==> src/rtl/product_bcd_converter.sv <==
// product_bcd_converter: sequential double-dabble binary-to-packed-BCD converter, one bit per clock.
// Ports: clk/rst (sync, active-high); in_valid/in_ready/in_bin accept a binary operand;
// out_valid/out_ready/bcd_out return packed BCD ([3:0]=ones); busy is high while shifting.
module product_bcd_converter #(
  parameter int WIDTH  = 8,
  parameter int DIGITS = 3
) (
  input  logic                  clk,
  input  logic                  rst,
  input  logic                  in_valid,
  input  logic [WIDTH-1:0]      in_bin,
  output logic                  in_ready,
  output logic                  out_valid,
  input  logic                  out_ready,
  output logic [4*DIGITS-1:0]   bcd_out,
  output logic                  busy
);
  localparam int CW = $clog2(WIDTH + 1);
  localparam int BW = 4 * DIGITS;
  if (longint'(10) ** DIGITS <= (longint'(1) << WIDTH) - longint'(1)) begin : g_digits_chk
    $error("DIGITS too small to hold 2**WIDTH-1");
  end
  typedef enum logic [1:0] {IDLE, SHIFT, DONE} state_t;
  state_t state_q, state_d;
  logic [WIDTH-1:0] op_q, op_d;
  logic [BW-1:0] acc_q, acc_d, adj, bcd_q, bcd_d;
  logic [CW-1:0] cnt_q, cnt_d;
  logic ready_q, ready_d, valid_q, valid_d, busy_q, busy_d;
  // add-3 correction on every digit that would overflow past 9 after the shift
  always_comb begin
    adj = acc_q;
    for (int i = 0; i < DIGITS; i++)
      adj[4*i +: 4] = acc_q[4*i +: 4] >= 4'd5 ? acc_q[4*i +: 4] + 4'd3 : acc_q[4*i +: 4];
  end
  always_comb begin
    state_d = state_q;
    op_d    = op_q;
    acc_d   = acc_q;
    cnt_d   = cnt_q;
    bcd_d   = bcd_q;
    case (state_q)
      IDLE: if (in_valid) begin
        op_d    = in_bin;
        acc_d   = '0;
        cnt_d   = CW'(WIDTH);
        state_d = SHIFT;
      end
      SHIFT: begin
        {acc_d, op_d} = {adj, op_q} << 1;
        cnt_d = cnt_q - 1'b1;
        if (cnt_q == CW'(1)) begin
          state_d = DONE;
          bcd_d   = acc_d;
        end
      end
      DONE: if (out_ready) state_d = IDLE;
      default: state_d = IDLE;
    endcase
    // handshake outputs are registered images of the next state
    ready_d = state_d == IDLE;
    valid_d = state_d == DONE;
    busy_d  = state_d == SHIFT;
  end
  always_ff @(posedge clk) begin
    if (rst) begin
      state_q <= IDLE;
      op_q    <= '0;
      acc_q   <= '0;
      cnt_q   <= '0;
      bcd_q   <= '0;
      ready_q <= 1'b1;
      valid_q <= 1'b0;
      busy_q  <= 1'b0;
    end else begin
      state_q <= state_d;
      op_q    <= op_d;
      acc_q   <= acc_d;
      cnt_q   <= cnt_d;
      bcd_q   <= bcd_d;
      ready_q <= ready_d;
      valid_q <= valid_d;
      busy_q  <= busy_d;
    end
  end
  assign in_ready  = ready_q;
  assign out_valid = valid_q;
  assign busy      = busy_q;
  assign bcd_out   = bcd_q;
endmodule

==> config.mk <==
export PLATFORM = sky130hd
export DESIGN_NAME = product_bcd_converter
export DESIGN_NICKNAME = d
export VERILOG_FILES = /design/src/rtl/product_bcd_converter.sv
export SDC_FILE = /design/constraint.sdc
export NUM_CORES = 1
export LEC_CHECK = 0
export ABC_AREA = 0
export CELL_PAD_IN_SITES_DETAIL_PLACEMENT = 0
export CELL_PAD_IN_SITES_GLOBAL_PLACEMENT = 1
export CORE_UTILIZATION = 40
export CTS_CLUSTER_DIAMETER = 60
export DETAILED_ROUTE_END_ITERATION = 12
export PLACE_DENSITY = 0.81
export SLEW_MARGIN = 10
export SYNTH_ARGS = -nofsm -noshare
export SYNTH_HDL_FRONTEND = slang
export SYNTH_SLANG_ARGS = --single-unit
export TNS_END_PERCENT = 10
==> constraint.sdc <==
create_clock -name clk -period 2.1 [get_ports clk]
set_input_delay 0.315 -clock clk [delete_from_list [all_inputs] [get_ports clk]]
set_output_delay 0.315 -clock clk [all_outputs]
set_load 0.005 [all_outputs]
After elaboration in Yosys (flattened, before gate mapping) --
Cells that the tools add are included.
Storage, ports and cells: register bits 41, bits of input ports 12, output and inout bits 15, logic and storage cells 39
Operators by class: $add $sub $neg 4, $lt $le $gt $ge 3, equality and inequality tests 6, muxes and demuxes 13, reductions and logical operators 5
Operator list (number):
- case mux 12 bit (2 select lines) | 1
- case mux 8 bit (2 select lines) | 1
- >= comparator 4 x 3 -> 1 bit, second input constant | 3
- 2-to-1 mux 12 bit | 1
- 2-to-1 mux 4 bit | 3
- adder 4 x 2 -> 4 bit, second input constant | 2
- 2-to-1 mux 8 bit | 1
- case mux 4 bit (2 select lines) | 1
- 2-to-1 mux 2 bit | 3
- case mux 2 bit (3 select lines) | 1
- equality test 2 x 1 -> 1 bit, second input constant | 2
- equality test 2 bit, second input constant | 2
- equality test 4 x 1 -> 1 bit, second input constant | 1
- logical NOT 2 bit | 2
- AND reduction 2 bit | 2
- subtractor 4 x 1 -> 4 bit, second input constant | 1
- adder 3 x 2 -> 3 bit, second input constant | 1
- 2-to-1 mux 3 bit | 1
- != test 2 bit, second input constant | 1
- nonzero test 2 bit | 1

Logic depth before layout (Yosys ltp) --
depth after elaboration 4, gate-level depth with buffers 7, gate-level depth less buffers 6

Worst setup path after synthesis --
OpenSTA, ideal clock, no wires.
path kind register to register, start point register acc_q[4], end point register bcd_q[6] (netlist: bcd_out[6]), library setup time 0.075 ns, arrival time 1.392 ns, data required time 2.025 ns, slack 0.634 ns, stages on the path, launching flop included 7, buffers on the path 0, period minus slack after synthesis 1.466 ns, path through dfxtp_1 -> inv_1 -> ha_1 -> nand2b_1 -> a21oi_1 -> mux2_2 -> o22ai_1
On the way: cells in the longest elaborated chain, start to end 2, elaborated cells between the ends (all ways) 3, those cells by class 1 x add/sub; 1 x order compare; 1 x mux
Ends and longest elaborated chain:
- start: declaration | RTL line 26 | logic [BW-1:0] acc_q, acc_d, adj, bcd_q, bcd_d;
- start signal: assignment | RTL line 68 | acc_q <= '0;
- start signal: assignment | RTL line 77 | acc_q <= acc_d;
- adder 4 x 2 -> 4 bit or >= comparator 4 x 3 -> 1 bit (tied branches) | RTL line 33 | adj[4*i +: 4] = acc_q[4*i +: 4] >= 4'd5 ? acc_q[4*i +: 4] + 4'd3 : acc_q[4*i +: 4];
- 2-to-1 mux 4 bit (*) | RTL line 33
- end signal: assignment | RTL line 70 | bcd_q <= '0;
- end signal: assignment | RTL line 79 | bcd_q <= bcd_d;
- end: declaration | RTL line 26
Mark *: on every way between the ends. The rest lies on a longest branch, timed or not. A chain may end at the register's enable or synchronous reset.

Final worst setup path --
start point register state_q[1], end point register bcd_q[0] (netlist: bcd_out[0])
On the way: cells in the longest elaborated chain, start to end 2
Ends and longest elaborated chain:
- start: declaration | RTL line 24 | state_t state_q, state_d;
- start signal: assignment | RTL line 75 | state_q <= state_d;
- equality test 2 x 1 -> 1 bit | RTL line 41 | case (state_q)
- AND reduction 2 bit (no line)
No other way between the ends.

==> results by group <==
Global route
  • Initial antenna violation count: 0
  • Global-route wire length before repair: 6550 um
  • GRT Total Usage: 17.0%
  • Vias in the first global route: between 1k and 1.5k
  • GRT overflow: 0
  • Largest net degree at the start of global routing: 29

Clocking
  • Clk_lat worst skew: roughly 0.30 ns
  • Cts hold-fix bufs: 0
  • Post CTS Setup Buffer Count: 0
  • Clock slew at reported path FFs: around 0.080 ns
  • Max clock buf depth: 2
  • Clock sink count: 41
  • TritonCTS Buffers: 5
  • Clk root buf: clkbuf_8
  • CTS resizes: 0
  • H-Tree Depth: 2
  • CTS tree: built

Yosys
  • Syn Area/Cell: slightly below 9 sq um
  • FFs w/ async S/R, synth: 0%
  • Main area contributors after synthesis: dfxtp_1 (44%), nor2_1 (6.4%), ha_1 (5.4%)
  • Synth top cells by count: dfxtp_1 (41), nor2_1 (32), a21oi_1 (13), nand2b_1 (12)
  • Number of synthesized flops with an enable pin: 0
  • Synthesized instance count: about 210
  • Synth warnings: 0
  • Count leader, synth: dfxtp_1
  • Netlist cell types: 34
  • Top-area cell type share of the netlist area: 44.1%
  • Area of the mapped netlist: 1860 sq um
  • Yosys reg bits: 41
  • Post-Syn Nets: between 200 and 250
  • Post-synthesis sequential area ratio: approximately 44%
  • Cell taking the most area after synthesis: dfxtp_1
  • Ys flop type: dfxtp_1

Timing
  • RSZ-0062 raised after global routing: no
  • Setup tns final: 0 ns
  • Period minus WS final: around 1.6 ns
  • Final worst-path cycle share: a little under 80%
  • Slew margin rel.: between 60% and 70%
  • Fmax: roughly 620 MHz
  • Endpoints failing hold: 0
  • Worst-Margin Slew: 0.566 ns
  • Worst Skew: approximately 0.0045 ns
  • Pins Over Slew Limit: 0
  • Setup violations, final: 0

Finish
  • Layout area overhead: 23.3%
  • Post-layout util: 52.0%
  • Non-Filler Instances: 290
  • Layout cells sized above 1: 9.24%
  • Final #Nets: between 200 and 300
  • Antenna Cells: 0

Worst setup path
  • CP endpoint: bcd_out[0]$_SDFFE_PP0P_
  • Reg2Reg Depth: 5
  • Critical path type: reg -> reg
  • Worst setup EP type: register
  • Reg2reg start: state_q[1]$_SDFF_PP0_
  • Critical path launch point: state_q[1]$_SDFF_PP0_
  • Worst Path Max Fanout: 18
  • Reg2reg setup slack: between 0.4 and 0.5 ns
  • CP Launch Type: register
  • CP Data Arrival Time: roughly 1.8 ns
  • Reg-to-Reg End: bcd_out[0]$_SDFFE_PP0P_
  • Critical Path RT: 2.28 ns

Routing
  • DRC Markers: 0
  • Initial DRC count: 66
  • Vias per inst: about 5.2
  • DRT Pass-1 Iters: 4
  • WL/cell: 13.0 um
  • Via Count: between 1.5k and 2k
  • Routed wire length: 3770 um
  • Post-route antenna net violation count: 0

Floorplanning
  • Initial core utilization: between 40% and 50%
  • Io pins: 27
  • Die Span Y: 70.2 um
  • Rows: 24
  • Die area: 4930 sq um
  • Core Footprint: around 4400 sq um
  • Die Wd: between 70 and 80 um

Worst hold path
  • HP Class: reg -> reg

Placement
  • Placed cells: 282
  • Placer congestion estimate: roughly 0.75
  • PortBufs: 26
  • DPL Wire Length: roughly 2600 um

Outcome
  • Status: finished clean

Pwr
  • Pwr per Cell Area: about 740 nW/um^2
  • VDD IR max: approximately 400 uV
  • Leak: around 0.81 nW

Run
  • Max-cap violation count: 0
## cells by family (layout without fill, tap and decap cells)
kind of cell | after synthesis | after routing | synth area share, %
buf+inv | 20 | 49 | 5.31
simple gates | 81 | 81 | 22.8
xor+xnor | 3 | 3 | 1.41
mux | 4 | 4 | 2.35
fa+ha+maj | 8 | 8 | 5.37
flops | 41 | 41 | 44.1
compound gates | 52 | 52 | 18.7
## worst min path at each step
stage / start / endpoint / slack (ns) / depth (start not counted)
floorplan: op_q[0]$_SDFFE_PP0P_ / op_q[0]$_SDFFE_PP0P_ / 0.45 / 2
global placement: bcd_out[10]$_SDFFE_PP0P_ / bcd_out[10]$_SDFFE_PP0P_ / 0.48 / 2
detailed placement: bcd_out[10]$_SDFFE_PP0P_ / bcd_out[10]$_SDFFE_PP0P_ / 0.47 / 2
CTS: bcd_out[10]$_SDFFE_PP0P_ / bcd_out[10]$_SDFFE_PP0P_ / 0.49 / 2
global route: bcd_out[9]$_SDFFE_PP0P_ / bcd_out[9]$_SDFFE_PP0P_ / 0.52 / 2
finish: bcd_out[10]$_SDFFE_PP0P_ / bcd_out[10]$_SDFFE_PP0P_ / 0.49 / 2
## area by class of cell
class	instances	area, sq um
Clock buffer	7	86.3
Clock inverter	1	30.0
Fill cell	420	2120
Inverter	9	33.8
Multi-Input combinational cell	148	943
Sequential cell	41	821
Tap cell	52	65.1
Timing Repair Buffer	32	318
## flip-flops by register name, summed over array words and instances (netlist names)
name / cells
acc_q: 12
bcd_out: 12
op_q: 8
cnt_q: 4
state_q: 2
busy: 1
in_ready: 1
out_valid: 1
## worst max-delay path, stage by stage (launching register included)
cell and delay, ns:
dfxtp_1 0.49, nor2b_4 0.27, and3_1 0.21, buf_4 0.25, mux2i_1 0.23, nor2_1 0.05
## stage by stage
stage	hold WS, ns	setup slack [ns]	area, sq um	power (W)
2_1_floorplan	0.455	0.634	1860	0.000975
3_3_place_gp	0.477	0.392	2180	0.00105
3_5_place_dp	0.474	0.324	2180	0.00105
4_1_cts	0.488	0.479	2300	0.00171
5_1_grt	0.515	0.349	2300	0.00177
6_report	0.489	0.475	2300	0.00169
## cell usage in the layout (no fill, tap or decap), drive strengths merged, types with 2 or more instances in the layout
cell type and n:
a211oi 5, a21oi 13, a2bb2oi 2, a311oi 3
buf 6, clkbuf 7, clkdlybuf4s50 26, dfxtp 41
ha 8, inv 9, mux2 3, nand2 3
nand2b 13, nand3 3, nand3b 4, nor2 32
nor2b 7, nor3 11, nor3b 6, o21ai 10
o22ai 11, o32ai 5, xnor2 3
## power breakdown
group / leakage [nW] / switching [W] / internal [W]
logic: 0.422 / 0.0000976 / 0.0000993
registers: 0.334 / 0.0000211 / 0.000810
clock network: 0.0585 / 0.000274 / 0.000388
## per-layer routing
layer / GRT usage, % / part of all wire, % / vias up
met5: 0 / 0 / -
met4: 6.67 / 1.7 / 0
met3: 5.77 / 4.3 / 6
met2: 27.5 / 46 / 29
met1: 20.7 / 48 / 684
li1: - / - / 794
(Power assumes the default switching activity.)
